### src/rtl/hls_seq_datapath_if.sv
// Host-side bundle for the microcoded datapath core.
// Carries program-memory writes, register-file access, the run handshake
// and status back to the host.
//   master : host side (drives strobes, addresses, data, start)
//   slave  : datapath side (returns reg_rdata, busy, done, pc, err)
interface hls_seq_datapath_if #(
  parameter int WIDTH      = 16,
  parameter int NUM_REGS   = 8,
  parameter int PROG_DEPTH = 16
);
  localparam int RA = $clog2(NUM_REGS);
  localparam int PA = $clog2(PROG_DEPTH);
  localparam int IW = 3 + 4 * RA;

  logic             prog_we;
  logic [PA-1:0]    prog_addr;
  logic [IW-1:0]    prog_data;
  logic             reg_we;
  logic [RA-1:0]    reg_addr;
  logic [WIDTH-1:0] reg_wdata;
  logic [WIDTH-1:0] reg_rdata;
  logic             start;
  logic             busy;
  logic             done;
  logic [PA-1:0]    pc;
  logic             err;

  modport master (
    output prog_we, prog_addr, prog_data, reg_we, reg_addr, reg_wdata, start,
    input  reg_rdata, busy, done, pc, err
  );

  modport slave (
    input  prog_we, prog_addr, prog_data, reg_we, reg_addr, reg_wdata, start,
    output reg_rdata, busy, done, pc, err
  );
endinterface

### src/rtl/hls_seq_datapath.sv
// Microcoded execution core: register file, adder, pipelined multiplier and
// 2:1 select unit sequenced by a host-writable program memory.
// Ports:
//   clk    : clock
//   reset  : synchronous, active-high
//   host   : hls_seq_datapath_if.slave bundle
//            (prog_we/prog_addr/prog_data  program load,
//             reg_we/reg_addr/reg_wdata/reg_rdata  register access,
//             start/busy/done  run handshake, pc, err  status)
// Instruction word, MSB to LSB: op[2:0], dst, a, b, c (each RA bits).
module hls_seq_datapath #(
  parameter int WIDTH      = 16,
  parameter int NUM_REGS   = 8,
  parameter int PROG_DEPTH = 16,
  parameter int MUL_LAT    = 2
) (
  input logic clk,
  input logic reset,
  hls_seq_datapath_if.slave host
);
  localparam int RA   = $clog2(NUM_REGS);
  localparam int PA   = $clog2(PROG_DEPTH);
  localparam int IW   = 3 + 4 * RA;
  localparam int PA1  = PA + 1;
  localparam int PIPE = (MUL_LAT > 1) ? MUL_LAT - 1 : 1;
  localparam int CW   = $clog2(MUL_LAT + 1);

  localparam logic [PA-1:0] LAST_PC = PA'(PROG_DEPTH - 1);

  localparam logic [2:0] OP_MOV  = 3'd1;
  localparam logic [2:0] OP_ADD  = 3'd2;
  localparam logic [2:0] OP_MUL  = 3'd3;
  localparam logic [2:0] OP_SEL  = 3'd4;
  localparam logic [2:0] OP_HALT = 3'd7;

  typedef enum logic [1:0] {
    ST_IDLE,
    ST_EXEC,
    ST_MULW,
    ST_DONE
  } state_e;

  state_e           state_q, state_d;
  logic [PA-1:0]    pc_q, pc_d;
  logic             err_q, err_d;
  logic [WIDTH-1:0] rdata_q, rdata_d;
  logic [CW-1:0]    mul_cnt_q, mul_cnt_d;
  logic [RA-1:0]    mul_dst_q, mul_dst_d;
  logic [WIDTH-1:0] regs_q [NUM_REGS];
  logic [WIDTH-1:0] regs_d [NUM_REGS];
  logic [WIDTH-1:0] mul_pipe_q [PIPE];
  logic [WIDTH-1:0] mul_pipe_d [PIPE];
  logic [IW-1:0]    prog_mem_q [PROG_DEPTH];

  logic [IW-1:0]    instr;
  logic [2:0]       op_f;
  logic [RA-1:0]    dst_f, a_f, b_f, c_f;
  logic [WIDTH-1:0] a_val, b_val, c_val, host_val;
  logic [WIDTH-1:0] alu_res, mul_prod;
  logic             wr_en, advance, mul_load, host_wr;
  logic [RA-1:0]    wr_addr;
  logic [WIDTH-1:0] wr_data;

  // Fetch and field decode of the instruction at the current pc.
  assign instr = prog_mem_q[pc_q];
  assign op_f  = instr[IW-1 -: 3];
  assign dst_f = instr[4*RA-1 -: RA];
  assign a_f   = instr[3*RA-1 -: RA];
  assign b_f   = instr[2*RA-1 -: RA];
  assign c_f   = instr[RA-1:0];

  assign host_wr = host.prog_we | host.reg_we;

  // Register-file read ports. Matching by loop means indices beyond
  // NUM_REGS fall through and read as zero.
  always_comb begin
    a_val    = '0;
    b_val    = '0;
    c_val    = '0;
    host_val = '0;
    for (int i = 0; i < NUM_REGS; i++) begin
      if (a_f == RA'(i))           a_val    = regs_q[i];
      if (b_f == RA'(i))           b_val    = regs_q[i];
      if (c_f == RA'(i))           c_val    = regs_q[i];
      if (host.reg_addr == RA'(i)) host_val = regs_q[i];
    end
  end

  // Single-cycle functional units; the multiply result is truncated to WIDTH.
  always_comb begin
    mul_prod = a_val * b_val;
    case (op_f)
      OP_ADD:  alu_res = a_val + b_val;
      OP_SEL:  alu_res = (c_val != '0) ? b_val : a_val;
      default: alu_res = a_val;
    endcase
  end

  // Sequencer: next state, pc, err and the single register-file write port.
  // Both host writes and instruction results share that write port because
  // they can never occur in the same state.
  always_comb begin
    state_d   = state_q;
    pc_d      = pc_q;
    err_d     = err_q;
    mul_cnt_d = mul_cnt_q;
    mul_dst_d = mul_dst_q;
    mul_load  = 1'b0;
    wr_en     = 1'b0;
    wr_addr   = dst_f;
    wr_data   = alu_res;
    advance   = 1'b0;

    case (state_q)
      ST_IDLE: begin
        if (host.reg_we) begin
          wr_en   = 1'b1;
          wr_addr = host.reg_addr;
          wr_data = host.reg_wdata;
        end
        if (host.start) begin
          pc_d    = '0;
          err_d   = 1'b0;
          state_d = ST_EXEC;
        end
      end
      ST_EXEC: begin
        if (host_wr) err_d = 1'b1;
        case (op_f)
          OP_MOV, OP_ADD, OP_SEL: begin
            wr_en   = 1'b1;
            advance = 1'b1;
          end
          OP_MUL: begin
            if (MUL_LAT == 1) begin
              wr_en   = 1'b1;
              wr_data = mul_prod;
              advance = 1'b1;
            end else begin
              mul_load  = 1'b1;
              mul_dst_d = dst_f;
              mul_cnt_d = '0;
              state_d   = ST_MULW;
            end
          end
          OP_HALT: state_d = ST_DONE;
          default: advance = 1'b1;
        endcase
      end
      ST_MULW: begin
        if (host_wr) err_d = 1'b1;
        if (mul_cnt_q == CW'(MUL_LAT - 2)) begin
          wr_en   = 1'b1;
          wr_addr = mul_dst_q;
          wr_data = mul_pipe_q[PIPE-1];
          advance = 1'b1;
        end else begin
          mul_cnt_d = mul_cnt_q + CW'(1);
        end
      end
      ST_DONE: state_d = ST_IDLE;
      default: state_d = ST_IDLE;
    endcase

    // The last program address finishes the run instead of wrapping.
    if (advance) begin
      if (pc_q == LAST_PC) begin
        state_d = ST_DONE;
      end else begin
        pc_d    = pc_q + PA'(1);
        state_d = ST_EXEC;
      end
    end
  end

  // Register-file update; a write to an index beyond NUM_REGS matches no
  // entry and is dropped.
  always_comb begin
    for (int i = 0; i < NUM_REGS; i++) begin
      regs_d[i] = regs_q[i];
      if (wr_en && (wr_addr == RA'(i))) regs_d[i] = wr_data;
    end
  end

  // Multiplier pipeline: the product enters stage 0 when a MUL issues and
  // ripples down one stage per cycle, arriving at the last stage exactly
  // on the final MULW cycle.
  always_comb begin
    for (int i = 0; i < PIPE; i++) mul_pipe_d[i] = mul_pipe_q[i];
    if (mul_load) mul_pipe_d[0] = mul_prod;
    for (int i = 1; i < PIPE; i++) mul_pipe_d[i] = mul_pipe_q[i-1];
  end

  // Host read port samples the pre-write contents, so a same-cycle write
  // to the same address returns the old value.
  assign rdata_d = host_val;

  // State and datapath registers.
  always_ff @(posedge clk) begin
    if (reset) begin
      state_q   <= ST_IDLE;
      pc_q      <= '0;
      err_q     <= 1'b0;
      rdata_q   <= '0;
      mul_cnt_q <= '0;
      mul_dst_q <= '0;
      for (int i = 0; i < NUM_REGS; i++) regs_q[i] <= '0;
      for (int i = 0; i < PIPE; i++) mul_pipe_q[i] <= '0;
    end else begin
      state_q   <= state_d;
      pc_q      <= pc_d;
      err_q     <= err_d;
      rdata_q   <= rdata_d;
      mul_cnt_q <= mul_cnt_d;
      mul_dst_q <= mul_dst_d;
      for (int i = 0; i < NUM_REGS; i++) regs_q[i] <= regs_d[i];
      for (int i = 0; i < PIPE; i++) mul_pipe_q[i] <= mul_pipe_d[i];
    end
  end

  // Program memory has no reset; it is only writable while idle.
  always_ff @(posedge clk) begin
    if (host.prog_we && (state_q == ST_IDLE) &&
        ({1'b0, host.prog_addr} < PA1'(PROG_DEPTH))) begin
      prog_mem_q[host.prog_addr] <= host.prog_data;
    end
  end

  assign host.busy      = (state_q == ST_EXEC) || (state_q == ST_MULW);
  assign host.done      = (state_q == ST_DONE);
  assign host.pc        = pc_q;
  assign host.err       = err_q;
  assign host.reg_rdata = rdata_q;
endmodule

### src/flat_wrapper.sv
// flat-port wrapper written by rule: the top's interface ports become plain ports
module hls_seq_datapath_flat 
#(
  parameter int WIDTH      = 16,
  parameter int NUM_REGS   = 8,
  parameter int PROG_DEPTH = 16,
  parameter int MUL_LAT    = 2
)
  (clk, reset, host_prog_we, host_prog_addr, host_prog_data, host_reg_we, host_reg_addr, host_reg_wdata, host_start, host_reg_rdata, host_busy, host_done, host_pc, host_err);
  hls_seq_datapath_if #(.WIDTH(WIDTH), .NUM_REGS(NUM_REGS), .PROG_DEPTH(PROG_DEPTH)) host_i ();
  input logic clk;
  input logic reset;
  input wire logic [$bits(host_i.prog_we)-1:0] host_prog_we;
  input wire logic [$bits(host_i.prog_addr)-1:0] host_prog_addr;
  input wire logic [$bits(host_i.prog_data)-1:0] host_prog_data;
  input wire logic [$bits(host_i.reg_we)-1:0] host_reg_we;
  input wire logic [$bits(host_i.reg_addr)-1:0] host_reg_addr;
  input wire logic [$bits(host_i.reg_wdata)-1:0] host_reg_wdata;
  input wire logic [$bits(host_i.start)-1:0] host_start;
  output wire logic [$bits(host_i.reg_rdata)-1:0] host_reg_rdata;
  output wire logic [$bits(host_i.busy)-1:0] host_busy;
  output wire logic [$bits(host_i.done)-1:0] host_done;
  output wire logic [$bits(host_i.pc)-1:0] host_pc;
  output wire logic [$bits(host_i.err)-1:0] host_err;
  assign host_i.prog_we = host_prog_we;
  assign host_i.prog_addr = host_prog_addr;
  assign host_i.prog_data = host_prog_data;
  assign host_i.reg_we = host_reg_we;
  assign host_i.reg_addr = host_reg_addr;
  assign host_i.reg_wdata = host_reg_wdata;
  assign host_i.start = host_start;
  assign host_reg_rdata = host_i.reg_rdata;
  assign host_busy = host_i.busy;
  assign host_done = host_i.done;
  assign host_pc = host_i.pc;
  assign host_err = host_i.err;
  hls_seq_datapath #(.WIDTH(WIDTH), .NUM_REGS(NUM_REGS), .PROG_DEPTH(PROG_DEPTH), .MUL_LAT(MUL_LAT)) u_core (.clk(clk), .reset(reset), .host(host_i));
endmodule
### config.mk
export PLATFORM = sky130hd
export DESIGN_NAME = hls_seq_datapath_flat
export DESIGN_NICKNAME = d
export VERILOG_FILES = /design/src/rtl/hls_seq_datapath_if.sv /design/src/rtl/hls_seq_datapath.sv /design/src/flat_wrapper.sv
export SDC_FILE = /design/constraint.sdc
export NUM_CORES = 1
export LEC_CHECK = 0
export CAP_MARGIN = 20
export CELL_PAD_IN_SITES_DETAIL_PLACEMENT = 0
export CELL_PAD_IN_SITES_GLOBAL_PLACEMENT = 1
export CORE_UTILIZATION = 41
export CTS_CLUSTER_DIAMETER = 100
export DETAILED_ROUTE_END_ITERATION = 12
export GPL_ROUTABILITY_DRIVEN = 0
export PLACE_DENSITY = 0.66
export SLEW_MARGIN = 10
export SYNTH_ARGS = -nofsm -noshare
export SYNTH_HDL_FRONTEND = slang
export SYNTH_SLANG_ARGS = --single-unit
### constraint.sdc
create_clock -name clk -period 8.3 [get_ports clk]
set_input_delay 1.66 -clock clk [delete_from_list [all_inputs] [get_ports clk]]
set_output_delay 1.66 -clock clk [all_outputs]
set_load 0.005 [all_outputs]
==> impl_metrics.py, run 1 <==
metrics = {
    "worst_hold_path": {
        "hp-start": "u_core.mul_cnt_q[0]",
        "holdPathStages": 2,
        "worstHoldPathType": "flop to flop",
        "holdPathEnd": "u_core.mul_cnt_q[0]",
    },
    "cts": {
        "clockBufferDepth": 3,
        "cts_root_buffer": "clkbuf_16",
        "cts_sinks": 412,
        "htree_levels": 2,
        "tritoncts.num_buffers": 46,
        "cts_tree": "built",
        "clk_pin_slew_ps": 60,
        "clk_latency_ps": 620,
    },
    "sta": {
        "fin_tns_setup_ps": 0,
        "finalCritPeriodShare_pct": 95.7,
        "hold_viol": 0,
        "rsz0062_at_grt": "false",
        "final-setup-viol-count": 0,
        "finClkSkew_ps": 35.8,
        "tightest_slew_ps": 1140,
        "drv_slew": 0,
        "min_period_ps": 7940,
        "clock.fmax_mhz": 126,
        "layout_setup_ws_ps": 359,
        "relSlewSlack_pct": 23.8,
    },
    "place": {
        "dp_slack_ps": -43.0,
        "dp_cells": 2964,
        "portBuffers": 65,
        "dp_hpwl_um": 55100,
    },
    "synth": {
        "ys_seq_area_share_pct": 43.7,
        "synth.avg_cell_area_sq_um": 11.3,
        "synth.top_cells.by_count": "262 x nor2_1, 240 x edfxtp_1, 172 x dfxtp_1, 162 x inv_1, 159 x mux2i_1",
        "synth_edf_count": 240,
        "ys_ff_latch": 412,
        "synth-async-reset-ratio_pct": 0,
        "synthFlopType": "edfxtp_1",
        "yosysMostFrequentCell": "nor2_1",
        "synthCells": 2164,
        "syn_area_sq_mm": 0.0244,
        "synth_top_area_share_pct": 29.6,
        "synth_top_area_cell": "edfxtp_1",
        "yosysWarnings": 0,
        "syn_nets": 2358,
        "yosysUniqueCellTypes": 83,
        "ys_top_cells_by_area": "edfxtp_1 30%, dfxtp_1 14%, mux4_2 9.1%, fa_1 6.7%, mux2i_1 6.5%",
    },
    "global_routing": {
        "grt_pass1_wl_um": 116000,
        "grt_pass1_vias": 17900,
        "antenna_found_initial": 1,
        "grt_start_max_net_pins": 92,
        "track_usage_pct": 25.9,
        "grt_overflow": 0,
    },
    "worst_setup_path": {
        "path_class": "flop to flop",
        "slowest_stage": "fa_1",
        "worst-path-max-fanout": 14,
        "end_kind": "flop",
        "cp.required_ps": 8750,
        "cpPeakStageDelay_ps": 540,
        "r2r-start": "u_core.host.pc[1]",
        "crit_arrival_ps": 8390,
        "start_kind": "flop",
        "ff2ff_path_depth": 28,
        "r2r_setup_slack_ps": 360,
        "reg2reg_to": "u_core.mul_pipe_q[0][15]",
    },
    "flow_run": {
        "max_cap_violations": 0,
    },
    "cells_and_area": {
        "fill_cells": 5258,
        "multiInputGateArea_sq_mm": 0.0125,
        "finalNetCount": 2449,
        "layout-drive-gt1-share_pct": 16.0,
        "diodes": 0,
        "syn2layout_area_growth_pct": 14.7,
        "stdcell_count": 3064,
        "utilization_pct": 47.5,
        "seqCellArea_sq_mm": 0.0107,
    },
    "power_and_ir_drop": {
        "finalPower_mw": 6.22,
        "ir_worst_vdd_mv": 0.187,
        "cellPowerDensity_mw_per_mm2": 223,
        "leakagePower_nw": 10.1,
    },
    "route": {
        "wire_per_inst_um": 25.4,
        "wirelength_um": 77700,
        "drtAntennaViolNets": 0,
        "drtPass1Iterations": 7,
        "vias": 18000,
        "drc": 0,
        "drtIter0Drc": 1494,
        "top_layer_used": "met5",
        "wl_met1_um": 32600,
        "met3_length_um": 4930,
        "viasPerCell": 5.87,
        "dr_wl_met2_um": 36900,
    },
    "run_status": {
        "status": "complete, no violations",
    },
    "floorplanning": {
        "die_area_sq_mm": 0.0605,
        "core_area_sq_mm": 0.0589,
        "die_h_um": 246,
        "io_pins": 66,
        "fp.dieW_um": 246,
        "start_util_pct": 41.4,
        "rows": 89,
    },
}
[cells by family after synthesis]
family	Yosys count	synth area share, %
AOI/OAI and AO/OA	372	10.4
xor gates and xnor gates	47	2.03
adders and majority gates	151	10.2
buffers and inverters	313	5.58
DFF	412	43.7
muxes	289	17.4
and+or+nand+nor	580	10.7
[cell type report]
cell class                      count  area share, %
Multi-Input combinational cell   1439           44.7
Sequential cell                   412           38.1
Timing Repair Buffer              182           5.82
Clock buffer                       61           4.39
Tap cell                          773           3.46
Inverter                          174           2.36
Clock inverter                     23           1.11
[per-stage QoR]
step                hold slack, ps  instance area [sq um]
floorplan                      445                  24400
global placement               454                  26200
detailed placement             472                  26200
CTS                            478                  27800
global route                   503                  28000
finish                         474                  28000
[critical path: cells and delay by family, from the launching register on]
family,cells,cell delay (ps)
buffers and inverters,9,1030
multiplexers,3,1140
adder cells (fa/ha/maj),8,3450
flip-flops,1,500
XOR/XNOR,1,350
AO/OA/AOI/OAI,6,1210
AND/OR/NAND/NOR,1,50
[registers in the layout, indices dropped and copies added, names as in the netlist]
register and count:
u_core.host.pc 4, u_core.mul_dst_q 3, u_core.mul_cnt_q 2, u_core.state_q 2, u_core.mul_pipe_q 16, u_core.host.err 1
u_core.regs_q 128, u_core.host.reg_rdata 16, u_core.prog_mem_q 240
[metal layers]
metal | up-vias | global-route usage, %
met5 | - | 0
met4 | 2 | 11.1
met3 | 172 | 4.25
met2 | 698 | 42.4
met1 | 9090 | 33.6
li1 | 8038 | -
[power by group]
group | internal, mW | switching (mW) | leakage [nW]
logic | 0.680 | 1.07 | 5.78
clock network | 1.18 | 0.872 | 0.733
registers | 2.27 | 0.151 | 3.56
[worst max-delay path by stage]
stage                                to  depth (start not counted)               from
4_1_cts        u_core.mul_pipe_q[0][15]                         28  u_core.host.pc[3]
2_1_floorplan  u_core.mul_pipe_q[0][15]                         30  u_core.host.pc[0]
3_3_place_gp   u_core.mul_pipe_q[0][15]                         25  u_core.host.pc[3]
3_5_place_dp   u_core.mul_pipe_q[0][15]                         26  u_core.host.pc[3]
6_report       u_core.mul_pipe_q[0][15]                         28  u_core.host.pc[1]
5_1_grt        u_core.mul_pipe_q[0][15]                         29  u_core.host.pc[1]
[timing repair]
item | in CTS | in global routing
gates cloned | 0 | 0
pin swaps | 0 | 0
gates resized for setup | 1 | 13
hold buffers | 0 | 0
setup endpoints to repair | 1 | 3
buffers inserted | 0 | 16
[placed cells by master (no fill, tap or decap), types with 14 or more instances in the layout]
master | netlist | layout
nor2_1 | 262 | 250
edfxtp_1 | 240 | 240
dfxtp_1 | 172 | 168
inv_1 | 162 | 162
mux2i_1 | 159 | 156
nand2_1 | 145 | 145
buf_4 | 14 | 107
mux4_2 | 98 | 98
a21oi_1 | 88 | 87
fa_1 | 81 | 81
ha_1 | 70 | 70
clkdlybuf4s50_1 | 0 | 63
a211oi_1 | 62 | 62
o21ai_0 | 56 | 56
clkbuf_16 | 0 | 46
xnor2_1 | 35 | 35
nor4_1 | 33 | 33
and2_1 | 27 | 23
nand2b_1 | 21 | 21
nor2b_1 | 18 | 18
o21ai_1 | 20 | 18
nand3_1 | 17 | 17
o22ai_1 | 17 | 17
a22oi_1 | 16 | 16
mux2_2 | 14 | 14
Note: power is estimated with default switching activity, not from simulation.
==> run 2: changes to the inputs <==
--- a/config.mk
+++ b/config.mk
@@ -5,14 +5,16 @@
 export SDC_FILE = /design/constraint.sdc
 export NUM_CORES = 1
 export LEC_CHECK = 0
+export ABC_CLOCK_PERIOD_IN_PS = 10300
 export CAP_MARGIN = 20
 export CELL_PAD_IN_SITES_DETAIL_PLACEMENT = 0
 export CELL_PAD_IN_SITES_GLOBAL_PLACEMENT = 1
+export CORE_ASPECT_RATIO = 1.5
 export CORE_UTILIZATION = 41
 export CTS_CLUSTER_DIAMETER = 100
 export DETAILED_ROUTE_END_ITERATION = 12
 export GPL_ROUTABILITY_DRIVEN = 0
-export PLACE_DENSITY = 0.66
+export PLACE_DENSITY = 0.63
 export SLEW_MARGIN = 10
 export SYNTH_ARGS = -nofsm -noshare
 export SYNTH_HDL_FRONTEND = slang
==> constraint.sdc (replaced) <==
create_clock -name clk -period 10.3 [get_ports clk]
set_input_delay 2.06 -clock clk [delete_from_list [all_inputs] [get_ports clk]]
set_output_delay 2.06 -clock clk [all_outputs]
set_load 0.005 [all_outputs]
==> run 2 against run 1 <==
Clock power down 24%. First-iteration DRC count down 8.4%. Register-to-register slack improved by 780 ps. Clock skew down 12 ps. Combinational power shrank 22%. Flip-flop and latch count stayed put. Critical endpoint unchanged.
==> impl_metrics.py, run 2 (synthesized netlist as in run 1, its figures left out) <==
metrics = {
    "route": {
        "drtAntennaViolNets": 0,
        "drtIter0Drc": 1368,
        "drc": 0,
        "drtPass1Iterations": 6,
        "wirelength_um": 80000,
        "viasPerCell": 5.91,
        "vias": 17700,
        "wire_per_inst_um": 26.7,
    },
    "power_and_ir_drop": {
        "clkPwrFrac_pct": 32.0,
        "combPwrFrac_pct": 28.1,
        "p_switching_mw": 1.67,
        "p_int_mw": 3.21,
        "leakagePower_nw": 9.66,
        "ir_worst_vdd_mv": 0.160,
        "p_sw_share_pct": 34.2,
        "p_seq_share_pct": 39.9,
        "cellPowerDensity_mw_per_mm2": 180,
    },
    "worst_setup_path": {
        "r2r-start": "u_core.host.pc[2]",
        "reg2reg_to": "u_core.mul_pipe_q[0][15]",
        "slowest_stage": "dfxtp_2",
        "start_kind": "flop",
        "cpPeakStageDelay_ps": 860,
        "ff2ff_path_depth": 25,
        "r2r_setup_slack_ps": 1140,
        "crit_family": "adder cells",
        "worst-path-max-fanout": 27,
        "crit_arrival_ps": 9610,
        "end_kind": "flop",
        "path_depth": 25,
        "crit_path_frequent_cell": "fa_1",
        "path_buf_inv": 2,
        "path_class": "flop to flop",
        "cp.required_ps": 10740,
    },
    "global_routing": {
        "grt-busiest-layer": "met2",
        "grt_overflow": 0,
        "grt_pass1_wl_um": 118000,
        "antenna_found_initial": 0,
        "use_met3_pct": 3.67,
        "use_met2_pct": 48.4,
        "track_usage_pct": 26.5,
        "met1_usage_pct": 29.4,
        "grt_pass1_vias": 17700,
        "grt_start_max_net_pins": 98,
    },
    "sta": {
        "relSlewSlack_pct": 16.0,
        "rsz0062_at_grt": "false",
        "layout_setup_ws_ps": 1140,
        "tightest_slew_ps": 1250,
        "min_period_ps": 9160,
        "clock.fmax_mhz": 109,
        "drv_slew": 0,
        "hold_viol": 0,
        "finalCritPeriodShare_pct": 89.0,
        "finClkSkew_ps": 24.0,
        "fin_tns_setup_ps": 0,
        "final-setup-viol-count": 0,
    },
    "floorplanning": {
        "die_h_um": 301,
        "core_area_sq_mm": 0.0589,
        "rows": 109,
        "die_area_sq_mm": 0.0605,
        "io_pins": 66,
        "start_util_pct": 41.4,
        "fp.dieW_um": 201,
    },
    "cts": {
        "tritoncts.num_buffers": 42,
        "cts_root_buffer": "clkbuf_16",
        "clk_pin_slew_ps": 70,
        "cts_tree": "built",
        "cts_sinks": 412,
        "clockBufferDepth": 3,
        "cts_resized": 0,
        "cts_setup_buffers": 0,
        "ctsHoldBuffers": 0,
        "htree_levels": 2,
        "clk_latency_ps": 590,
    },
    "cells_and_area": {
        "largestRegisters": "u_core.prog_mem_q x240, u_core.regs_q x128",
        "diodes": 0,
        "fill_cells": 5530,
        "layout-drive-gt1-share_pct": 13.4,
        "syn2layout_area_growth_pct": 11.5,
        "top_register": "u_core.prog_mem_q",
        "stdcell_count": 2994,
        "finalNetCount": 2380,
        "largest_register_ffs": 240,
        "final_common_cell": "nor2_1",
        "layout_common_cells": "250 x nor2_1, 240 x edfxtp_1, 168 x dfxtp_1",
        "utilization_pct": 46.1,
    },
    "worst_hold_path": {
        "holdPathStages": 2,
        "holdPathEnd": "u_core.mul_cnt_q[1]",
        "hp-start": "u_core.mul_cnt_q[1]",
        "worstHoldPathType": "flop to flop",
    },
    "place": {
        "dp_cells": 2919,
        "dp_slack_ps": 1220,
        "portBuffers": 65,
        "dp_hpwl_um": 56500,
    },
    "run_status": {
        "status": "complete, no violations",
    },
    "flow_run": {
        "max_cap_violations": 0,
    },
}
-- run 2: changes by cell type in the layout (fill, tap and decap cells not counted), moves of 3 or more --
cell,change
buf_12,-5
clkbuf_16,-3
buf_4,-55
clkinv_2,+4
clkbuf_1,-10
-- run 2: worst min-delay path, stage by stage, from the launching register on --
cell and delay (ps):
dfxtp_1 310, nand2b_1 70, a21oi_1 50
-- run 2: worst max path at each step --
stage / startpoint / end
after floorplan: u_core.host.pc[0] / u_core.mul_pipe_q[0][15]
after global placement: u_core.host.pc[2] / u_core.mul_pipe_q[0][15]
after global routing: u_core.host.pc[2] / u_core.mul_pipe_q[0][15]
after detailed placement: u_core.host.pc[2] / u_core.mul_pipe_q[0][15]
after CTS: u_core.host.pc[2] / u_core.mul_pipe_q[0][15]
final: u_core.host.pc[2] / u_core.mul_pipe_q[0][15]
-- run 2: area by class of cell --
| cell class | instances | area, sq um | share of cell area (%) |
|---|---|---|---|
| sequential | 412 | 10700 | 39.2 |
| tap | 777 | 972 | 3.58 |
| clock inverter | 26 | 263 | 0.967 |
| timing repair buffer | 117 | 1040 | 3.82 |
| clock buffer | 49 | 1130 | 4.15 |
| multi-input combinational | 1439 | 12500 | 45.9 |
| inverter | 174 | 653 | 2.40 |
-- run 2: per-layer routing --
metal | share of wire [%] | wire length [um]
met3 | 4.8 | 3800
met2 | 52 | 41800
met5 | 0 | 0
met4 | 6.0 | 4820
met1 | 37 | 29600
-- run 2: stage by stage --
step / instance area (sq um) / hold WS [ps] / power [mW]
2_1_floorplan: 24400 / 445 / 2.85
3_3_place_gp: 25800 / 453 / 3.33
3_5_place_dp: 25800 / 471 / 3.34
4_1_cts: 27200 / 479 / 4.91
5_1_grt: 27200 / 488 / 5.08
6_report: 27200 / 478 / 4.88
-- run 2: power by group through the flow --
stage | clock network [mW] | logic, mW | registers, mW
after floorplan | 0 | 0.928 | 1.92
after global placement | 0 | 1.35 | 1.98
after detailed placement | 0 | 1.36 | 1.98
after CTS | 1.60 | 1.37 | 1.94
after global routing | 1.65 | 1.48 | 1.95
final | 1.56 | 1.37 | 1.95
